===== config.mk =====
export PLATFORM = sky130hd
export DESIGN_NAME = cacheline_adapter_flat
export DESIGN_NICKNAME = d
export VERILOG_FILES = /design/src/rtl/cacheline_adapter_pkg.sv /design/src/rtl/cacheline_adapter_if.sv /design/src/rtl/cacheline_adapter.sv /design/src/flat_wrapper.sv
export SDC_FILE = /design/constraint.sdc
export NUM_CORES = 1
export LEC_CHECK = 0
export ABC_CLOCK_PERIOD_IN_PS = 6300
export BUFFER_PORTS_ARGS = -buffer_cell sky130_fd_sc_hd__buf_2
export CAP_MARGIN = 5
export CORE_AREA = 2 2 287 289
export CTS_CLUSTER_DIAMETER = 120
export CTS_CLUSTER_SIZE = 40
export DETAILED_ROUTE_END_ITERATION = 12
export DIE_AREA = 0 0 289 291
export GPL_ROUTABILITY_DRIVEN = 0
export PLACE_DENSITY = 0.54
export REMOVE_ABC_BUFFERS = 1
export SKIP_CTS_REPAIR_TIMING = 1
export SYNTH_ARGS = -nofsm -noshare
export SYNTH_HDL_FRONTEND = slang
export SYNTH_SLANG_ARGS = --single-unit

===== constraint.sdc =====
create_clock -name clk -period 6.3 [get_ports clk]
set_input_delay 0.63 -clock clk [delete_from_list [all_inputs] [get_ports clk]]
set_output_delay 0.63 -clock clk [all_outputs]
set_load 0.05 [all_outputs]

===== src/rtl/cacheline_adapter_pkg.sv =====
// Shared widths, FSM state type and address helper for the cacheline adapter.
// Line = 4 beats of 64 bits; line addresses are 32-byte aligned.
package cacheline_adapter_pkg;

   localparam int ADDR_W   = 32;
   localparam int LINE_W   = 256;
   localparam int BEAT_W   = 64;
   localparam int BEATS    = 4;
   localparam int OFFSET_W = 5;
   localparam int CNT_W    = 2;

   typedef enum logic [2:0] {
      S_IDLE,
      S_RD_REQ,
      S_RD_DATA,
      S_WR_DATA,
      S_DONE
   } state_e;

   function automatic logic [ADDR_W-1:0] line_align(input logic [ADDR_W-1:0] addr);
      return {addr[ADDR_W-1:OFFSET_W], {OFFSET_W{1'b0}}};
   endfunction

endpackage


===== src/rtl/cacheline_adapter_if.sv =====
// Cache-side line port plus banked-memory burst port of the cacheline adapter.
// slave = adapter view; master = environment (cache + memory) view.
interface cacheline_adapter_if;
   import cacheline_adapter_pkg::*;

   logic [ADDR_W-1:0] dfp_addr;
   logic              dfp_read;
   logic              dfp_write;
   logic [LINE_W-1:0] dfp_wdata;
   logic [LINE_W-1:0] dfp_rdata;
   logic              dfp_resp;

   logic [ADDR_W-1:0] bmem_addr;
   logic              bmem_read;
   logic              bmem_write;
   logic [BEAT_W-1:0] bmem_wdata;
   logic              bmem_ready;
   logic [ADDR_W-1:0] bmem_raddr;
   logic [BEAT_W-1:0] bmem_rdata;
   logic              bmem_rvalid;

   modport slave (
      input  dfp_addr, dfp_read, dfp_write, dfp_wdata,
      output dfp_rdata, dfp_resp,
      output bmem_addr, bmem_read, bmem_write, bmem_wdata,
      input  bmem_ready, bmem_raddr, bmem_rdata, bmem_rvalid
   );

   modport master (
      output dfp_addr, dfp_read, dfp_write, dfp_wdata,
      input  dfp_rdata, dfp_resp,
      input  bmem_addr, bmem_read, bmem_write, bmem_wdata,
      output bmem_ready, bmem_raddr, bmem_rdata, bmem_rvalid
   );

endinterface


===== src/rtl/cacheline_adapter.sv =====
// Splits 256-bit line reads/writes into 4x64-bit memory bursts and reassembles read beats.
// One line in flight; write beats stall on bmem_ready, read beats filtered by raddr tag.
module cacheline_adapter
   import cacheline_adapter_pkg::*;
(
   input  logic                 clk,
   input  logic                 rst,
   cacheline_adapter_if.slave   bus
);

   state_e             r_state;
   state_e             w_next;
   logic [CNT_W-1:0]   r_cnt;
   logic [ADDR_W-1:0]  r_addr;
   logic [LINE_W-1:0]  r_wdata;
   logic [LINE_W-1:0]  r_line;

   logic               w_rd;
   logic               w_wr;
   logic               w_resp;
   logic               w_beat_ok;
   logic               w_wr_acc;
   logic               w_capture;

   always_ff @(posedge clk) begin
      if (rst) begin
         r_state <= S_IDLE;
      end else begin
         r_state <= w_next;
      end
   end

   // Last beat leaves the data state with r_cnt==3, so the increment wraps to 0 exactly there.
   always_comb begin
      w_next    = r_state;
      w_rd      = 1'b0;
      w_wr      = 1'b0;
      w_resp    = 1'b0;
      w_beat_ok = 1'b0;
      w_wr_acc  = 1'b0;
      w_capture = 1'b0;
      case (r_state)
         S_IDLE: begin
            if (bus.dfp_write) begin
               w_capture = 1'b1;
               w_next    = S_WR_DATA;
            end else if (bus.dfp_read) begin
               w_capture = 1'b1;
               w_next    = S_RD_REQ;
            end
         end
         S_RD_REQ: begin
            w_rd = 1'b1;
            if (bus.bmem_ready) begin
               w_next = S_RD_DATA;
            end
         end
         S_RD_DATA: begin
            w_beat_ok = bus.bmem_rvalid && (bus.bmem_raddr == r_addr);
            if (w_beat_ok && (r_cnt == CNT_W'(BEATS - 1))) begin
               w_next = S_DONE;
            end
         end
         S_WR_DATA: begin
            w_wr     = 1'b1;
            w_wr_acc = bus.bmem_ready;
            if (bus.bmem_ready && (r_cnt == CNT_W'(BEATS - 1))) begin
               w_next = S_DONE;
            end
         end
         S_DONE: begin
            w_resp = 1'b1;
            w_next = S_IDLE;
         end
         default: begin
            w_next = S_IDLE;
         end
      endcase
   end

   always_ff @(posedge clk) begin
      if (rst) begin
         r_cnt   <= '0;
         r_addr  <= '0;
         r_wdata <= '0;
         r_line  <= '0;
      end else begin
         if (w_capture) begin
            r_addr <= line_align(bus.dfp_addr);
            r_cnt  <= '0;
            if (bus.dfp_write) begin
               r_wdata <= bus.dfp_wdata;
            end
         end
         if (w_beat_ok) begin
            r_line[int'(r_cnt)*BEAT_W +: BEAT_W] <= bus.bmem_rdata;
            r_cnt                               <= r_cnt + 1'b1;
         end
         if (w_wr_acc) begin
            r_cnt <= r_cnt + 1'b1;
         end
      end
   end

   assign bus.bmem_addr  = r_addr;
   assign bus.bmem_read  = w_rd;
   assign bus.bmem_write = w_wr;
   assign bus.bmem_wdata = r_wdata[int'(r_cnt)*BEAT_W +: BEAT_W];
   assign bus.dfp_resp   = w_resp;
   assign bus.dfp_rdata  = r_line;

endmodule


===== src/flat_wrapper.sv =====
// flat-port wrapper written by rule: the top's interface ports become plain ports
module cacheline_adapter_flat import cacheline_adapter_pkg::*;
  (clk, rst, bus_dfp_addr, bus_dfp_read, bus_dfp_write, bus_dfp_wdata, bus_dfp_rdata, bus_dfp_resp, bus_bmem_addr, bus_bmem_read, bus_bmem_write, bus_bmem_wdata, bus_bmem_ready, bus_bmem_raddr, bus_bmem_rdata, bus_bmem_rvalid);
  cacheline_adapter_if bus_i ();
  input  logic clk;
  input  logic rst;
  input wire logic [$bits(bus_i.dfp_addr)-1:0] bus_dfp_addr;
  input wire logic [$bits(bus_i.dfp_read)-1:0] bus_dfp_read;
  input wire logic [$bits(bus_i.dfp_write)-1:0] bus_dfp_write;
  input wire logic [$bits(bus_i.dfp_wdata)-1:0] bus_dfp_wdata;
  output wire logic [$bits(bus_i.dfp_rdata)-1:0] bus_dfp_rdata;
  output wire logic [$bits(bus_i.dfp_resp)-1:0] bus_dfp_resp;
  output wire logic [$bits(bus_i.bmem_addr)-1:0] bus_bmem_addr;
  output wire logic [$bits(bus_i.bmem_read)-1:0] bus_bmem_read;
  output wire logic [$bits(bus_i.bmem_write)-1:0] bus_bmem_write;
  output wire logic [$bits(bus_i.bmem_wdata)-1:0] bus_bmem_wdata;
  input wire logic [$bits(bus_i.bmem_ready)-1:0] bus_bmem_ready;
  input wire logic [$bits(bus_i.bmem_raddr)-1:0] bus_bmem_raddr;
  input wire logic [$bits(bus_i.bmem_rdata)-1:0] bus_bmem_rdata;
  input wire logic [$bits(bus_i.bmem_rvalid)-1:0] bus_bmem_rvalid;
  assign bus_i.dfp_addr = bus_dfp_addr;
  assign bus_i.dfp_read = bus_dfp_read;
  assign bus_i.dfp_write = bus_dfp_write;
  assign bus_i.dfp_wdata = bus_dfp_wdata;
  assign bus_dfp_rdata = bus_i.dfp_rdata;
  assign bus_dfp_resp = bus_i.dfp_resp;
  assign bus_bmem_addr = bus_i.bmem_addr;
  assign bus_bmem_read = bus_i.bmem_read;
  assign bus_bmem_write = bus_i.bmem_write;
  assign bus_bmem_wdata = bus_i.bmem_wdata;
  assign bus_i.bmem_ready = bus_bmem_ready;
  assign bus_i.bmem_raddr = bus_bmem_raddr;
  assign bus_i.bmem_rdata = bus_bmem_rdata;
  assign bus_i.bmem_rvalid = bus_bmem_rvalid;
  cacheline_adapter u_core (.clk(clk), .rst(rst), .bus(bus_i));
endmodule

Yosys cells after proc, flatten, opt, wreduce, memory -nomap -nowiden
Cells that the tools add are included.

Output and inout bits: 355. Bits in registers: 544. Word-level logic and storage cells: 45. Input port bits: 390.

Shift-type cells: 3. Equal/unequal tests: 10. Reduce and logical (&&, ||, !) cells: 7. Mux-type cells: 18. Add/subtract/negate cells: 2.

Operators by type and width (number): bitwise mux 256 bit (1); variable shift 64 x 33 -> 256 bit (first input constant) (1); variable part select 256 x 9 -> 64 bit (1); variable part select 64 x 33 -> 256 bit (1); negation 8 -> 33 bit (1); equality test 32 bit (1); 2-to-1 mux 3 bit (5); case mux 3 bit (4 select lines) (1); 2-to-1 mux 1 bit (8); equality test 3 x 2 -> 1 bit (second input constant) (2); 2-to-1 mux 2 bit (3); inequality test 2 x 1 -> 1 bit (second input constant) (2); AND reduction 4 bit (1); equality test 3 x 1 -> 1 bit (second input constant) (1); equality test 3 bit (second input constant) (1); logical AND 1 bit (3); zero test 3 bit (1); inequality test 3 bit (second input constant) (1); nonzero test 3 bit (1); adder 2 x 1 -> 2 bit (second input constant) (1); equality test 2 bit (second input constant) (1); inequality test 2 bit (second input constant) (1); AND reduction 2 bit (1).

Depth between registers and ports, before layout
Depth after elaboration: 6. Gate-level depth with buffers: 9. Mapped depth without buffers: 6.

Worst setup path before layout
OpenSTA, ideal clock, no wires.

Kind: register -> output. From: register u_core.r_cnt[0]. To: output bus_bmem_wdata[36]. Data required time: 5.670 ns. Slack: 3.410 ns. Buffers on the path: 3. Stages on the path, launching flop included: 5. Arrival time: 2.260 ns. Cell sequence: dfxtp_1 clkbuf_1 buf_1 buf_1 mux4_2.

Cells in the longest elaborated chain, start to end: 1.

Ends and longest elaborated chain: start, declared (RTL line cacheline_adapter.sv:13) `logic [CNT_W-1:0] r_cnt;`; start signal, assigned (RTL line cacheline_adapter.sv:97) `r_cnt <= r_cnt + 1'b1;`; start signal, assigned (RTL line cacheline_adapter.sv:100) `r_cnt <= r_cnt + 1'b1;`; variable part select 256 x 9 -> 64 bit (RTL line cacheline_adapter.sv:108) `assign bus.bmem_wdata = r_wdata[int'(r_cnt)*BEAT_W +: BEAT_W];`; end, declared (RTL line flat_wrapper.sv:16) `output wire logic [$bits(bus_i.bmem_wdata)-1:0] bus_bmem_wdata;`.

No other way between the ends.

Worst setup path after layout
Ends and elaborated chain as after synthesis.

==> key figures <==
Drt
  – Antenna viol nets, final: 0
  – Initial DRC count: 1516
  – Via Count: 20400
  – Routed WL: about 83000 microns
  – DR DRC count: 0
  – WL/cell: between 15 and 20 microns
  – First-pass DRT Iterations: 7
  – Avg Vias per Cell: just under 5

Setup path
  – Reg2reg path depth: 7
  – CP Capture Type: primary output
  – Max stage delay cell, worst path: mux4_2
  – CP dominant cell by count: buf_4
  – WP data required: 5.67 ns
  – Worst r2r src: u_core.bus.bmem_addr[10]
  – RR Endpoint: u_core.bus.dfp_rdata[135]
  – Crit path cell chain: buf_4, buf_4, mux4_2, buf_2
  – Crit-path max FO: 30
  – Delay of the slowest critical-path stage: 0.64 ns
  – Startpoint types: flop
  – Crit path arrival time: approximately 3.4 ns
  – R2R setup slack: 2.46 ns
  – Setup Crit Path Kind: reg2out

Timing
  – RSZ-0062 raised after global routing: no
  – Fin worst setup slack: 2.293 ns
  – Final hold slack: 0.2275 ns
  – Fin crit period: roughly 4 ns
  – Fmax: 249.5 MHz
  – Relative slew slack: 0.1829
  – Setup TNS: 0 ns
  – Slew @ Worst Pin: 1.226 ns
  – Finish-stage setup viols: 0
  – Final Cycle Share: 0.6361
  – Final Max Tran Viols: 0
  – Final Hold Fails: 0
  – Max Clock Skew: 0.07336 ns

Logic synthesis
  – Cell variety after synth: 40
  – Synth Cell Area: 0.02128 sq mm
  – Register bit total from synthesis: 544
  – YS warnings: 0
  – Syn Inst Count: between 2000 and 3000
  – Seq/Total Area, Yosys: 0.5118
  – Avg Cell Area, Syn: around 8.3 sq um

Die
  – Top Ports: 745
  – Die footprint: 0.08410 sq mm
  – Row count: 105
  – Die H: roughly 290 microns
  – Chip Width: 289 microns
  – Core region area: 0.08119 sq mm
  – Initial Util: 0.2621

Finish
  – Fin cells: 4207
  – FF+latch area: between 0.01 and 0.015 sq mm
  – Layout cells sized above 1: 0.2809
  – Most common cell after layout, fill and taps aside: buf_2
  – Nets: ~3500
  – Most frequent cells in the layout: 733 x buf_2, 697 x nand2_1, 542 x a21oi_1, 542 x dfxtp_1, 257 x nand3_1
  – Core Util, Final: 0.3248
  – Fill count: 8796
  – Layout overhead on the synthesized area: 23.94%
  – Area of the multi-input gates: around 0.0094 sq mm

Clocking
  – Root buffer cell: clkbuf_16
  – Clk buf depth: 3
  – TritonCTS buffer count: 21
  – CTS tree: yes
  – Worst-Skew Late Latency: 0.61 ns
  – H-Tree Depth: 1
  – Worst-path clk slew: 0.14 ns
  – # clock sinks: 544

Power and ir drop
  – Power share of the clock group: 0.276
  – Sequential Power Share: 0.535
  – Total internal power: roughly 0.0047 W
  – Peak VDD IR: 0.1678 mV
  – Logic gate share of total power: 0.189
  – Net Sw Frac: 0.3294
  – Net Switching: 0.002328 W
  – Lkg Pwr: 10.50 nW
  – Pwr Density: 267.9 mW/mm^2

Global route
  – All-Layer GR Usage: 0.1848
  – GRT Max-Usage Layer: met2
  – Vias in the first global route: 19290
  – Global-route wire length before repair: roughly 120000 microns
  – GRT overflow: 0
  – Initial antenna violation count: 16
  – Largest net degree at the start of global routing: 231
  – Global Route met2 Usage: 0.3165
  – Met3 usage: 0.02962
  – GRT met1 Usage: 0.2343

Hold path
  – Worst Min Path Start: bus_dfp_addr[10]
  – Min-Delay Path Class: in2reg
  – Hold Path End: u_core.bus.bmem_addr[10]
  – Worst hold stages: 3

Place
  – Post-DP HPWL: between 50000 and 60000 microns
  – Worst slack at placement: 2.226 ns
  – PortBufs: 734
  – Placed cells: 4161

Run
  – # Max-Cap Violations: 0

Run status
  – Status: completed
==> cell usage after synthesis (all sizes together) <==
master / n / area [sq um]
nand2: 698 / 2620
dfxtp: 544 / 10890
a21oi: 542 / 2713
nand3: 258 / 1291
clkbuf: 191 / 716.9
o21ai: 131 / 655.6
mux4: 64 / 1441
buf: 44 / 291.5
xnor2: 12 / 105.1
inv: 11 / 41.29
xor2: 10 / 87.58
nand4: 7 / 43.79
nor2: 7 / 26.28
nor4: 7 / 73.82
nor3: 6 / 30.03
ha: 4 / 50.05
nand2b: 4 / 25.02
and4: 3 / 26.28
or3: 2 / 12.51
or4: 2 / 18.77
a2111oi: 1 / 8.760
a211o: 1 / 8.760
a21o: 1 / 7.510
a221oi: 1 / 8.760
a222oi: 1 / 10.01
and2: 1 / 6.260
and3: 1 / 6.260
conb: 1 / 3.750
nor4b: 1 / 15.01
o2111ai: 1 / 8.760
o211ai: 1 / 7.510
o21a: 1 / 7.510
o221ai: 1 / 8.760
o41ai: 1 / 8.760
==> flip-flops by register name, indices dropped and copies added, names as in the netlist <==
name                  count
u_core.bus.bmem_addr     27
u_core.bus.dfp_rdata    256
u_core.r_cnt              2
u_core.r_state            3
u_core.r_wdata          256
==> metal layers <==
layer  wire [microns]  vias up
met1            34080     9832
met4             2779        6
met2            40850      637
met3             4859      122
met5               41        -
li1                 -     9807
==> how the worst max path moves through the flow <==
stage                 startpoint                         to  slack (ns)  cells after the start
2_1_floorplan    u_core.r_cnt[0]  u_core.bus.dfp_rdata[100]       -1.09                      6
3_5_place_dp   bus_bmem_raddr[9]  u_core.bus.dfp_rdata[111]        2.23                      8
6_report         u_core.r_cnt[0]         bus_bmem_wdata[36]        2.29                      4
3_3_place_gp   bus_bmem_raddr[9]   u_core.bus.dfp_rdata[89]        2.26                      8
4_1_cts          u_core.r_cnt[0]         bus_bmem_wdata[36]        2.14                      4
5_1_grt          u_core.r_cnt[0]         bus_bmem_wdata[36]        2.04                      4
==> area by class of cell <==
class,instances,area share
well taps,1070,0.05077
inverters,11,0.001566
flip-flops and latches,544,0.4133
repair buffers,761,0.1493
clock inverters,14,0.007592
clock buffers,21,0.01993
multi-input cells,1775,0.3566
diodes,11,0.001044
==> kinds of logic after synthesis <==
family | after synthesis | share of synthesized area
buf+inv | 246 | 0.04934
fa+ha+maj | 4 | 0.002352
other cells | 1 | 0.0001762
simple gates | 997 | 0.1972
xor+xnor | 22 | 0.009056
mux | 64 | 0.06774
compound gates | 683 | 0.1623
flops | 544 | 0.5118
==> critical path, delay by kind of cell (launching register included) <==
family                 cells  cell delay (ns)
buffers and inverters      3             1.46
flip-flops                 1             0.57
multiplexers               1             0.64
==> power groups by stage <==
stage	logic (W)	registers, W	clock network, W
2_1_floorplan	0.000820	0.00391	0
3_3_place_gp	0.00134	0.00385	0
3_5_place_dp	0.00135	0.00385	0
4_1_cts	0.00135	0.00378	0.00203
5_1_grt	0.00146	0.00381	0.00213
6_report	0.00133	0.00378	0.00195
==> per-stage QoR <==
step	area, sq um	power [W]
after floorplan	20280	0.004728
after global placement	25620	0.005187
after detailed placement	25620	0.005201
after CTS	26340	0.007155
after global routing	26370	0.007394
final	26370	0.007066
(Power assumes the default switching activity.)
